[config.mk]
export PLATFORM = sky130hd
export DESIGN_NAME = four_port_switch
export DESIGN_NICKNAME = d
export VERILOG_FILES = /design/src/rtl/four_port_switch.sv
export SDC_FILE = /design/constraint.sdc
export NUM_CORES = 1
export LEC_CHECK = 0
export ABC_AREA = 1
export CAP_MARGIN = 0
export CORE_UTILIZATION = 36
export CTS_CLUSTER_SIZE = 16
export DETAILED_ROUTE_END_ITERATION = 8
export PLACE_DENSITY = 0.55
export SETUP_SLACK_MARGIN = 0.02
export SLEW_MARGIN = 20
export SYNTH_ARGS = -nofsm -noshare
export SYNTH_HDL_FRONTEND = slang
export SYNTH_SLANG_ARGS = --single-unit
[constraint.sdc]
create_clock -name clk -period 5 [get_ports clk]
set_input_delay 1.25 -clock clk [delete_from_list [all_inputs] [get_ports clk]]
set_output_delay 1.25 -clock clk [all_outputs]
set_load 0.01 [all_outputs]
[src/rtl/four_port_switch.sv]
// Four-port single-beat packet switch with per-input FIFOs, per-output
// round-robin arbitration and parallel multicast copy from a FIFO head.
// Optional feature macro: DROP_CNT_EN adds drop_cnt (per-port dropped-copy counters).
module four_port_switch #(
  parameter int DATA_W     = 8,
  parameter int FIFO_DEPTH = 8
) (
  input  logic                                 clk,
  input  logic                                 rst,
  input  logic [3:0]                           valid_in,
  input  logic [7:0]                           source_in,
  input  logic [15:0]                          target_in,
  input  logic [4*DATA_W-1:0]                  data_in,
  output logic [3:0]                           valid_out,
  output logic [7:0]                           source_out,
  output logic [15:0]                          target_out,
  output logic [4*DATA_W-1:0]                  data_out,
  output logic [3:0]                           fifo_full,
  output logic [3:0]                           fifo_empty,
  output logic [4*($clog2(FIFO_DEPTH)+1)-1:0]  fifo_count
`ifdef DROP_CNT_EN
  ,
  output logic [63:0]                          drop_cnt
`endif
);

  localparam int PW = $clog2(FIFO_DEPTH);
  localparam int CW = PW + 1;
  localparam int EW = 6 + DATA_W;  // entry = {src[1:0], tgt[3:0], data}

  logic [4*EW-1:0] head_all;  // head entry of each input FIFO
  logic [15:0]     pend_all;  // [4p+o]: head of FIFO p still owes a copy to output o
  logic [15:0]     gnt_all;   // [4o+p]: output o granted to input p this cycle

  // ---------------------------------------------------------------- inputs
  for (genvar gi = 0; gi < 4; gi++) begin : g_port
    logic [EW-1:0] mem [FIFO_DEPTH];
    logic [PW-1:0] wr_ptr_q, rd_ptr_q;
    logic [CW-1:0] count_q;
    logic [3:0]    pend_q, pend_d, pend_left, win, tgt_in, next_tgt;
    logic          push, pop, empty, full;

    assign tgt_in    = target_in[4*gi +: 4];
    assign empty     = (count_q == '0);
    assign full      = (count_q == CW'(FIFO_DEPTH));
    // Full is the registered state, so a slot freed by this cycle's pop is not reused.
    assign push      = valid_in[gi] && !full && (tgt_in != 4'b0000);
    assign win       = {gnt_all[12+gi], gnt_all[8+gi], gnt_all[4+gi], gnt_all[gi]};
    assign pend_left = pend_q & ~win;
    assign pop       = !empty && (pend_left == 4'b0000);
    assign next_tgt  = mem[rd_ptr_q + PW'(1)][DATA_W +: 4];

    // Pending mask: clear granted outputs; reload from the new head when one appears.
    always_comb begin
      pend_d = pend_left;
      if (pop) begin
        if (count_q > CW'(1))
          pend_d = next_tgt;
        else if (push)
          pend_d = tgt_in;
        else
          pend_d = 4'b0000;
      end else if (empty && push) begin
        pend_d = tgt_in;
      end
    end

    // FIFO pointers, explicit occupancy count and head pending mask.
    always_ff @(posedge clk or posedge rst) begin
      if (rst) begin
        wr_ptr_q <= '0;
        rd_ptr_q <= '0;
        count_q  <= '0;
        pend_q   <= 4'b0000;
      end else begin
        if (push) wr_ptr_q <= wr_ptr_q + PW'(1);
        if (pop)  rd_ptr_q <= rd_ptr_q + PW'(1);
        count_q <= count_q + {{PW{1'b0}}, push} - {{PW{1'b0}}, pop};
        pend_q  <= pend_d;
      end
    end

    // Storage array; contents need no reset because count gates every read.
    always_ff @(posedge clk) begin
      if (push)
        mem[wr_ptr_q] <= {source_in[2*gi +: 2], tgt_in, data_in[DATA_W*gi +: DATA_W]};
    end

    assign head_all[EW*gi +: EW] = mem[rd_ptr_q];
    assign pend_all[4*gi +: 4]   = pend_q;
    assign fifo_full[gi]         = full;
    assign fifo_empty[gi]        = empty;
    assign fifo_count[CW*gi +: CW] = count_q;

`ifdef DROP_CNT_EN
    logic [15:0] drop_q;
    logic [16:0] drop_sum;
    assign drop_sum = {1'b0, drop_q} + 17'($countones(tgt_in));

    // Count lost copies of packets refused by a full FIFO, saturating.
    always_ff @(posedge clk or posedge rst) begin
      if (rst)
        drop_q <= 16'h0000;
      else if (valid_in[gi] && full)
        drop_q <= drop_sum[16] ? 16'hFFFF : drop_sum[15:0];
    end

    assign drop_cnt[16*gi +: 16] = drop_q;
`endif
  end

  // --------------------------------------------------------------- outputs
  for (genvar go = 0; go < 4; go++) begin : g_out
    logic [3:0]        req, gnt;
    logic [1:0]        rr_q, rr_d, sel, idx;
    logic              any;
    logic [EW-1:0]     head_sel;
    logic              vld_q;
    logic [1:0]        src_q;
    logic [3:0]        tgt_q;
    logic [DATA_W-1:0] dat_q;

    assign req = ~fifo_empty & {pend_all[12+go], pend_all[8+go], pend_all[4+go], pend_all[go]};

    // Round-robin search starting just after the last input served.
    always_comb begin
      any = 1'b0;
      sel = rr_q;
      idx = rr_q;
      for (int i = 1; i <= 4; i++) begin
        idx = rr_q + 2'(i);
        if (!any && req[idx]) begin
          any = 1'b1;
          sel = idx;
        end
      end
    end

    assign gnt      = any ? (4'b0001 << sel) : 4'b0000;
    assign rr_d     = any ? sel : rr_q;
    assign head_sel = head_all[EW*sel +: EW];
    assign gnt_all[4*go +: 4] = gnt;

    // Output register: load the granted head; fields hold when idle.
    always_ff @(posedge clk or posedge rst) begin
      if (rst) begin
        vld_q <= 1'b0;
        src_q <= 2'b00;
        tgt_q <= 4'b0000;
        dat_q <= '0;
        rr_q  <= 2'b00;
      end else begin
        vld_q <= any;
        rr_q  <= rr_d;
        if (any)
          {src_q, tgt_q, dat_q} <= head_sel;
      end
    end

    assign valid_out[go]                = vld_q;
    assign source_out[2*go +: 2]        = src_q;
    assign target_out[4*go +: 4]        = tgt_q;
    assign data_out[DATA_W*go +: DATA_W] = dat_q;
  end

endmodule

* After elaboration in Yosys (flattened, before gate mapping) *
Memory sizes are Yosys's and may differ from the RTL's.
Index checks and enable logic that the tools add are counted.

operators by class
  add/sub/neg operators = 28
  multipliers = 4
  $lt $le $gt $ge = 20
  equality and inequality tests = 4
  shifts and indexed selects = 8
  mux-type cells = 92
  bitwise gates (word level) = 13
  reductions and logical operators = 60

operators by type and width
  cell                   count
  $shiftx A56 B7 Y14     4
  $mux W4                20
  $lt A2 B3 Y1 const B   16
  $mux W1                40
  $and A4 B4 Y4          8
  $bmux W1 S2            16
  $logic_not A4 Y1       8
  $mux W2                16
  $logic_and A1 B1 Y1    28
  $add A3 B1 Y3 const B  8
  $logic_not A1 Y1       20
  $mul A3 B2 Y5 const A  4
  $not A4 Y4             5
  $add A2 B2 Y2 const B  8
  $add A4 B1 Y4          4
  $eq A4 B4 Y1 const B   4
  $gt A4 B1 Y1 const B   4
  $reduce_bool A4 Y1     4
  $shl A1 B2 Y4 const A  4
  $sub A4 B1 Y4          4
  $add A2 B1 Y2 const B  4

storage, ports and cells
  flip-flop bits (word level) = 124
  RAM bits = 448
  output and inout port bits = 84
  logic and storage cells = 269
  memories kept = 4

memory list
  name           depth  width  rd ports  clocked after Yosys merged registers in  wr ports  RTL line  text
  g_port[0].mem  8      14     2         0                                        1         37        logic [EW-1:0] mem [FIFO_DEPTH];
  g_port[1].mem  8      14     2         0                                        1         37
  g_port[2].mem  8      14     2         0                                        1         37
  g_port[3].mem  8      14     2         0                                        1         37

* Longest topological paths before layout *
Gate-level depths: netlist of run 1.

  depth after elaboration = 22
  depth in mapped cells = 23
  gate-level depth less buffers = 23

* Worst setup path before layout of run 1 *
Ideal clock, no wire load.

  path type = register -> register
  start = register g_port[2].count_q[2]
  end = register g_port[0].count_q[2]
  library setup time = 124 ps
  data arrival time = 3054 ps
  setup slack = 1822 ps
  cell stages (with the launch flop) = 20
  buffers on the path = 1
  cells stage by stage = dfrtp_1 > inv_1 > ha_1 > nand2_1 > buf_4 > nand3_1 > nand3_2 > nand2_4 > inv_4 > nor3_4 > nor2_1 > nand2_1 > nand2_1 > nand3_2 > nor2_4 > ha_1 > inv_1 > ha_1 > fa_1 > xor2_1

on the way
  cells in the longest elaborated chain, start to end = 22

RTL lines
  what                           RTL line  text
  start, declared                39        logic [CW-1:0] count_q;
  start signal, assigned         78        count_q <= count_q + {{PW{1'b0}}, push} - {{PW{1'b0}}, pop};
  $logic_not A4 Y1 (*)           44        assign empty = (count_q == '0);
  $not A4 Y4 (*)                 123       assign req = ~fifo_empty & {pend_all[12+go], pend_all[8+go], pend_all[4+go], pend_all[go]};
  $and A4 B4 Y4                  123
  $bmux W1 S2                    132       if (!any && req[idx]) begin
  $mux W1 (not written as such)  132
  $mux W1                        132
  $logic_not A1 Y1               132
  $logic_and A1 B1 Y1            132
  [... 6 more ...]               --
  $mux W2                        132
  $shl A1 B2 Y4                  139       assign gnt = any ? (4'b0001 << sel) : 4'b0000;
  $mux W4                        139
  $not A4 Y4 (*)                 49        assign pend_left = pend_q & ~win;
  $and A4 B4 Y4 (*)              49
  $logic_not A4 Y1 (*)           50        assign pop = !empty && (pend_left == 4'b0000);
  $logic_and A1 B1 Y1 (*)        50
  $sub A4 B1 Y4 (*)              78
  end signal, assigned           78
  end, declared                  39

Every way passes the cells marked *; elsewhere a longest branch is shown, timed or not. The select of a mux whose other input is x is not followed.
A chain may end at the register's enable or synchronous reset.

* Final worst setup path of run 1 *
  start = register g_port[1].count_q[2]
  end = register g_port[3].count_q[2]

on the way
  cells in the longest elaborated chain, start to end = 22

RTL lines
  what                           RTL line
  start, declared                39
  start signal, assigned         78
  $logic_not A4 Y1 (*)           44
  $not A4 Y4 (*)                 123
  $and A4 B4 Y4                  123
  $bmux W1 S2                    132
  $mux W1 (not written as such)  132
  $mux W1                        132
  $logic_not A1 Y1               132
  $logic_and A1 B1 Y1            132
  [... 6 more ...]               --
  $mux W2                        132
  $shl A1 B2 Y4                  139
  $mux W4                        139
  $not A4 Y4 (*)                 49
  $and A4 B4 Y4 (*)              49
  $logic_not A4 Y1 (*)           50
  $logic_and A1 B1 Y1 (*)        50
  $sub A4 B1 Y4 (*)              78
  end signal, assigned           78
  end, declared                  39

Marked as above.

==> metrics.txt, run 1 <==
status complete, no violations; H-tree levels 3; Post-DP Area 0.02983 mm2; Worst Tran Pin Value about 1000 ps; # DRC 0; worst path arrival time slightly below 5000 ps; initial antenna violation count 0; critical path startpoint category flop; violation count after the first detailed-route iteration 2162; vias in the first global route just over 20000; Post-CTS Hold Fix Bufs 0; leading area contributor after synthesis edfxtp_1; Final min period 4453 ps; Worst-path clk slew 60 ps; register area 0.01656 mm2; Post-Synthesis Net Count between 2000 and 3000; Final Core Density 43.05%; die height roughly 280 um; Max Fclk 224.5 MHz; Post-synth top flop edfxtp_1; Crit Path Category flop to flop; Final period util 89.07%; Starting Density between 30 and 40%; Synth cell types between 40 and 50; Syn-to-layout area delta 18.12%; share of layout cells above drive strength 1 under 10%; Post-Syn Area 0.02713 mm2; final number of setup-violating endpoints 0; Root Buffer clkbuf_16; async set-reset flop share out of synthesis roughly 22%; Fin Setup TNS 0 ps; Yosys top cell area share between 40% and 50%; All-Layer GR Usage between 20% and 30%; average wire per standard cell 20.67 um; Avg Cell Area, Syn a little under 10 um2; final hold violations 0; Clock Path Buffers 3; Clock Skews 38.50 ps; min-delay worst type flop to flop; CTS sink count roughly 570; remaining global-route overflow 0; Die X between 200 and 300 um; # nets final slightly above 3000; Antenna diodes 0; RD Place Congestion 0.9103; final HPWL from detailed placement roughly 56000 um; synth top area cells edfxtp_1 (50%), dfrtp_1 (11%), nand2_1 (7.9%); Final Max Slew Viols 0; final instance area ~0.032 mm2; vias per std cell roughly 5.3; # IOs between 100 and 150; Buffers on Ports around 150; Worst slew margin between 20% and 30%; max-cap violations 0; core region area 0.07445 mm2; Req. time, crit path ~5500 ps; Mapped Cells 2777; Via Count between 20000 and 25000; Worst-Skew Late Latency around 620 ps; Routed Antenna Nets 0; drt first pass iters 6; fillers between 7000 and 8000; flops & latches, synth roughly 570; CTS tree yes; die area between 0.07 and 0.08 mm2; Post-synth EDFFs 448; post-cts resize count 0; yosys warns 0; Post-CTS Setup Bufs 0; CP Capture Type flop; # rows 100; CP max FO 17; global-route wire length before repair between 100000 and 150000 um; CTS Buf Count between 60 and 70; largest net degree at the start of global routing 76; unrepaired setup endpoints after global routing no; area of the multi-input gates between 0.009 and 0.01 mm2; share of the yosys chip area belonging to registers approximately three fifths; total length of routed wires around 82000 um
stage by stage:
step	hold slack, ps	std cells	setup slack [ps]
floorplan	492.6	2777	450.8
global placement	471.8	3832	810.8
detailed placement	465.8	3832	646.0
CTS	481.4	3952	591.5
global route	524.1	3952	282.3
finish	479.8	3952	546.5
cell usage in the layout (no fill, tap or decap), types with 13 or more instances in the layout:
master           instances
edfxtp_1               448
inv_1                  167
a21oi_1                 93
o21ai_0                337
o221ai_1                22
a31oi_1                 42
nand2_1                570
clkdlybuf4s50_1        145
o211ai_1                36
nor2_1                 338
clkbuf_1                16
clkinv_1                13
ha_1                    32
buf_4                   87
nand2_2                 15
nand3_1                237
dfrtp_1                120
o22ai_1                 54
clkbuf_16               70
registers in the layout, indices dropped and copies added (netlist names):
name / count
g_out.rr_q: 8
g_out.tgt_q: 16
g_port.pend_q: 16
g_port.mem: 448
g_port.count_q: 16
g_port.wr_ptr_q: 12
g_out.vld_q: 4
g_out.dat_q: 32
g_out.src_q: 8
g_port.rd_ptr_q: 12
worst max-delay path, cell delays in order, from the launching register on:
cell     delay (ps)
dfrtp_1         350
inv_1            80
ha_1            210
nand2_1         460
nand3_1         190
nand2_1         130
nand2_1          50
nand2_1         160
nor2_1           70
nand2_1         400
inv_2           270
nor2_2          280
nand2_1         170
nand2_1         150
nand3_4         110
nor2_4          150
ha_1            250
inv_1            50
ha_1            150
inv_1            60
fa_1            390
xnor2_1         140
worst paths after layout:
| path | to | cells past startpoint | slack, ps | startpoint |
|---|---|---|---|---|
| min | g_out[1].tgt_q[1] | 2 | 480 | g_out[1].tgt_q[1] |
| max | g_port[3].count_q[2] | 21 | 550 | g_port[1].count_q[2] |
| max in group asynchronous | g_port[1].rd_ptr_q[0] | 3 | 3070 | rst |
| max reg2reg | g_port[3].count_q[2] | 21 | 550 | g_port[1].count_q[2] |
| min reg2reg | g_out[1].tgt_q[1] | 2 | 480 | g_out[1].tgt_q[1] |
| min in group asynchronous | g_port[0].wr_ptr_q[2] | 2 | 1130 | rst |
routing by layer:
layer  track usage [%]  wire, um  part of all wire [%]  vias up
li1                  -         -                     -     9978
met2             34.50     38390                    47      718
met4             7.778      2525                   3.1        0
met3             3.591      5290                   6.5      140
met1             28.50     35470                    43    10270
met5                 0         0                     0        -
cells in the mapped netlist, types with 8 or more instances:
master    instances
a21oi_1          93
a31oi_1          42
buf_2            12
buf_4            17
clkbuf_1        114
clkinv_1          8
dfrtp_1         124
edfxtp_1        448
ha_1             32
inv_1           168
inv_2             9
mux2i_1          11
nand2_1         570
nand2_2          15
nand3_1         237
nand3_2           8
nand4_1           9
nor2_1          338
o211ai_1         36
o21ai_0         337
o21bai_1         12
o221ai_1         22
o22ai_1          54
xnor2_1           9
cells by family (layout without fill, tap and decap cells):
group	Yosys count	in the layout	synth area share [%]
xor gates and xnor gates	20	20	0.7563
adders and majority gates	36	36	1.771
and+or+nand+nor	1202	1202	18.67
buffers and inverters	333	539	4.989
DFF	572	572	61.02
AOI/OAI and AO/OA	603	603	12.40
muxes	11	11	0.4058
layout make-up:
type	count	share of cell area (%)
Clock inverter	29	1.066
Multi-Input combinational cell	1872	28.78
Sequential cell	572	51.67
Inverter	186	2.202
Tap cell	969	3.783
Clock buffer	91	5.868
Timing Repair Buffer	233	6.629
Power of run 1 is not shown: default switching activity piles up to over one toggle a cycle in this logic, so the estimate is an artifact.
==> run 2, diff against run 1 <==
Settings changed: CORE_UTILIZATION 36 to 30, CTS_CLUSTER_SIZE 16 to 20, PLACE_DENSITY 0.55 to 0.48.
==> run 2 against run 1 <==
Effect of this change:
- clock skew is 20 ps lower
- maximum frequency up 3.1%
- count of clock-buffer cells in the layout shrank 5
- non-clock buffer count is 16 higher
- critical endpoint is now g_port[1].count_q[2]
==> metrics.txt, run 2 (synthesis results as in run 1) <==
area of the multi-input gates 0.009224 mm2 (unchanged); final HPWL from detailed placement 59230 um (+6.5%); RD Place Congestion 0.8965 (-1.5%); Starting Density 30.51% (-5.9 points); worst-path cell chain inv_1 > ha_1 > nand2_1 > nand3_1 > nand3_1 > nand2_1 > nand2_1 > inv_1 > nand3_2 > inv_1 > nor2_1 > nand2_1 > nand2_1 > nand3_4 > nor2_4 > ha_1 > inv_1 > ha_1 > inv_1 > fa_1 > xnor2_1; Final min period 4320 ps (-133.2 ps); Clock Path Buffers 3 (unchanged); worst path arrival time 4820 ps (-100 ps); Routed Antenna Nets 0 (unchanged); # rows 109 (+9.0%); # IOs 146 (unchanged); CP max-delay cell nand2_1; die height 302.7 um (+9.5%); CTS tree yes; Worst Tran Pin Value 1101 ps (+52.21 ps); fillers 8797 (+25%); total length of routed wires 86310 um (+5.7%); Syn-to-layout area delta 18.94%; Worst slew margin 25.85% (-3.9 points); critical path startpoint category flop; CTS Buf Count 67 (+1.5%); hold path start g_out[2].dat_q[6]; Die X 302.7 um (+9.5%); CTS sink count 572 (unchanged); biggest regs g_port.mem (448), g_out.dat_q (32); Buffers on Ports 145 (unchanged); Post-CTS Setup Bufs 0 (unchanged); Root Buffer clkbuf_16; CP peak stage delay 440 ps (-20 ps); vias per std cell 5.112 (-4.3%); Post-CTS Hold Fix Bufs 0 (unchanged); Worst-path clk slew 50 ps (about the same); share of layout cells above drive strength 1 9.003% (+0.49 points); status complete, no violations; Hold Path Cell Cnt 2 (unchanged); R2R Setup Slk 680 ps (+130 ps); Reg-to-Reg End g_port[1].count_q[2]; violation count after the first detailed-route iteration 1807 (-16%); drt first pass iters 5 (-1); max FFs per register 448 (unchanged); Final period util 86.41% (-2.7 points); average wire per standard cell 20.73 um (+0.29%); final hold violations 0 (unchanged); unrepaired setup endpoints after global routing no; register area 0.01656 mm2 (unchanged); global-route wire length before repair 128500 um (+3.9%); post-placement worst setup slack 721.0 ps (+74.99 ps); largest net degree at the start of global routing 89 (+17%); Reg2Reg Depth 21 (unchanged); CP Capture Type flop; worst setup slack after layout 679.7 ps (+133.2 ps); most common cell after layout, fill and taps aside nand2_1; commonest non-fill, non-tap cells in the layout nand2_1 (570), edfxtp_1 (448), nor2_1 (338); Clock Skews 18.86 ps (-19.63 ps); Final Max Slew Viols 0 (unchanged); die area 0.09165 mm2 (+20%); final number of setup-violating endpoints 0 (unchanged); vias in the first global route 20490 (+1.1%); post-cts resize count 0 (unchanged); Antenna diodes 0 (unchanged); Crit Path Category flop to flop; remaining global-route overflow 0 (unchanged); min-delay worst type flop to flop; max-cap violations 0 (unchanged); Via Count 21290 (+0.86%); All-Layer GR Usage 18.75% (-2.5 points); core region area 0.08892 mm2 (+19%); Max Fclk 231.5 MHz (+3.1%); Hold Path Sink g_out[2].dat_q[6]; Biggest register g_port.mem; initial antenna violation count 0 (unchanged); Req. time, crit path 5500 ps (+30 ps); Worst-Skew Late Latency 610 ps (about the same); H-tree levels 3 (unchanged); startpoint of the worst register-to-register path g_port[1].count_q[2]; CP max FO 16 (-1); # nets final 3046 (+0.56%); Fin Setup TNS 0 ps (unchanged); # DRC 0 (unchanged)
run 2: worst max-delay path by stage:
| stage | startpoint | endpoint | slack, ps | depth (start not counted) |
|---|---|---|---|---|
| floorplan | rst | g_out[0].dat_q[0] | 450 | 1 |
| global placement | g_port[3].count_q[2] | g_port[3].count_q[1] | 890 | 21 |
| detailed placement | g_port[1].count_q[2] | g_port[0].count_q[2] | 720 | 20 |
| CTS | g_port[1].count_q[2] | g_port[0].count_q[2] | 690 | 20 |
| global route | g_port[1].count_q[2] | g_port[1].count_q[2] | 340 | 21 |
| finish | g_port[1].count_q[2] | g_port[1].count_q[2] | 680 | 21 |
run 2: through the flow:
stage | hold WS (ps) | std cells | utilization [%] | area [um2]
2_1_floorplan | 492.6 | 2777 | - | 27130
3_3_place_gp | 474.6 | 4044 | 33.94 | 30180
3_5_place_dp | 504.9 | 4044 | 33.94 | 30180
4_1_cts | 519.4 | 4164 | 36.29 | 32270
5_1_grt | 559.3 | 4164 | 36.29 | 32270
6_report | 529.4 | 4164 | 36.29 | 32270
run 2: worst max-delay path, delay by kind of cell, from the launching register on:
family	cells	cell delay [ps]
XOR/XNOR	1	140
adder cells (fa/ha/maj)	4	990
buffers and inverters	5	560
flip-flops	1	340
AND/OR/NAND/NOR	11	2150
run 2: area by class of cell:
class	count	share of cell area, %
clock inverter	34	0.8723
tap	1165	4.517
timing repair buffer	249	6.917
inverter	186	2.187
multi-input combinational	1872	28.58
clock buffer	86	5.610
sequential	572	51.32
run 2: per-layer routing:
metal	vias to the layer above	GRT usage, %	wire, um
met3	142	2.743	4552
met4	0	6.377	2591
met5	-	0	0
met2	645	31.15	41290
met1	10490	24.97	37880
li1	10010	-	-
Power of run 2 is left out for the same reason.
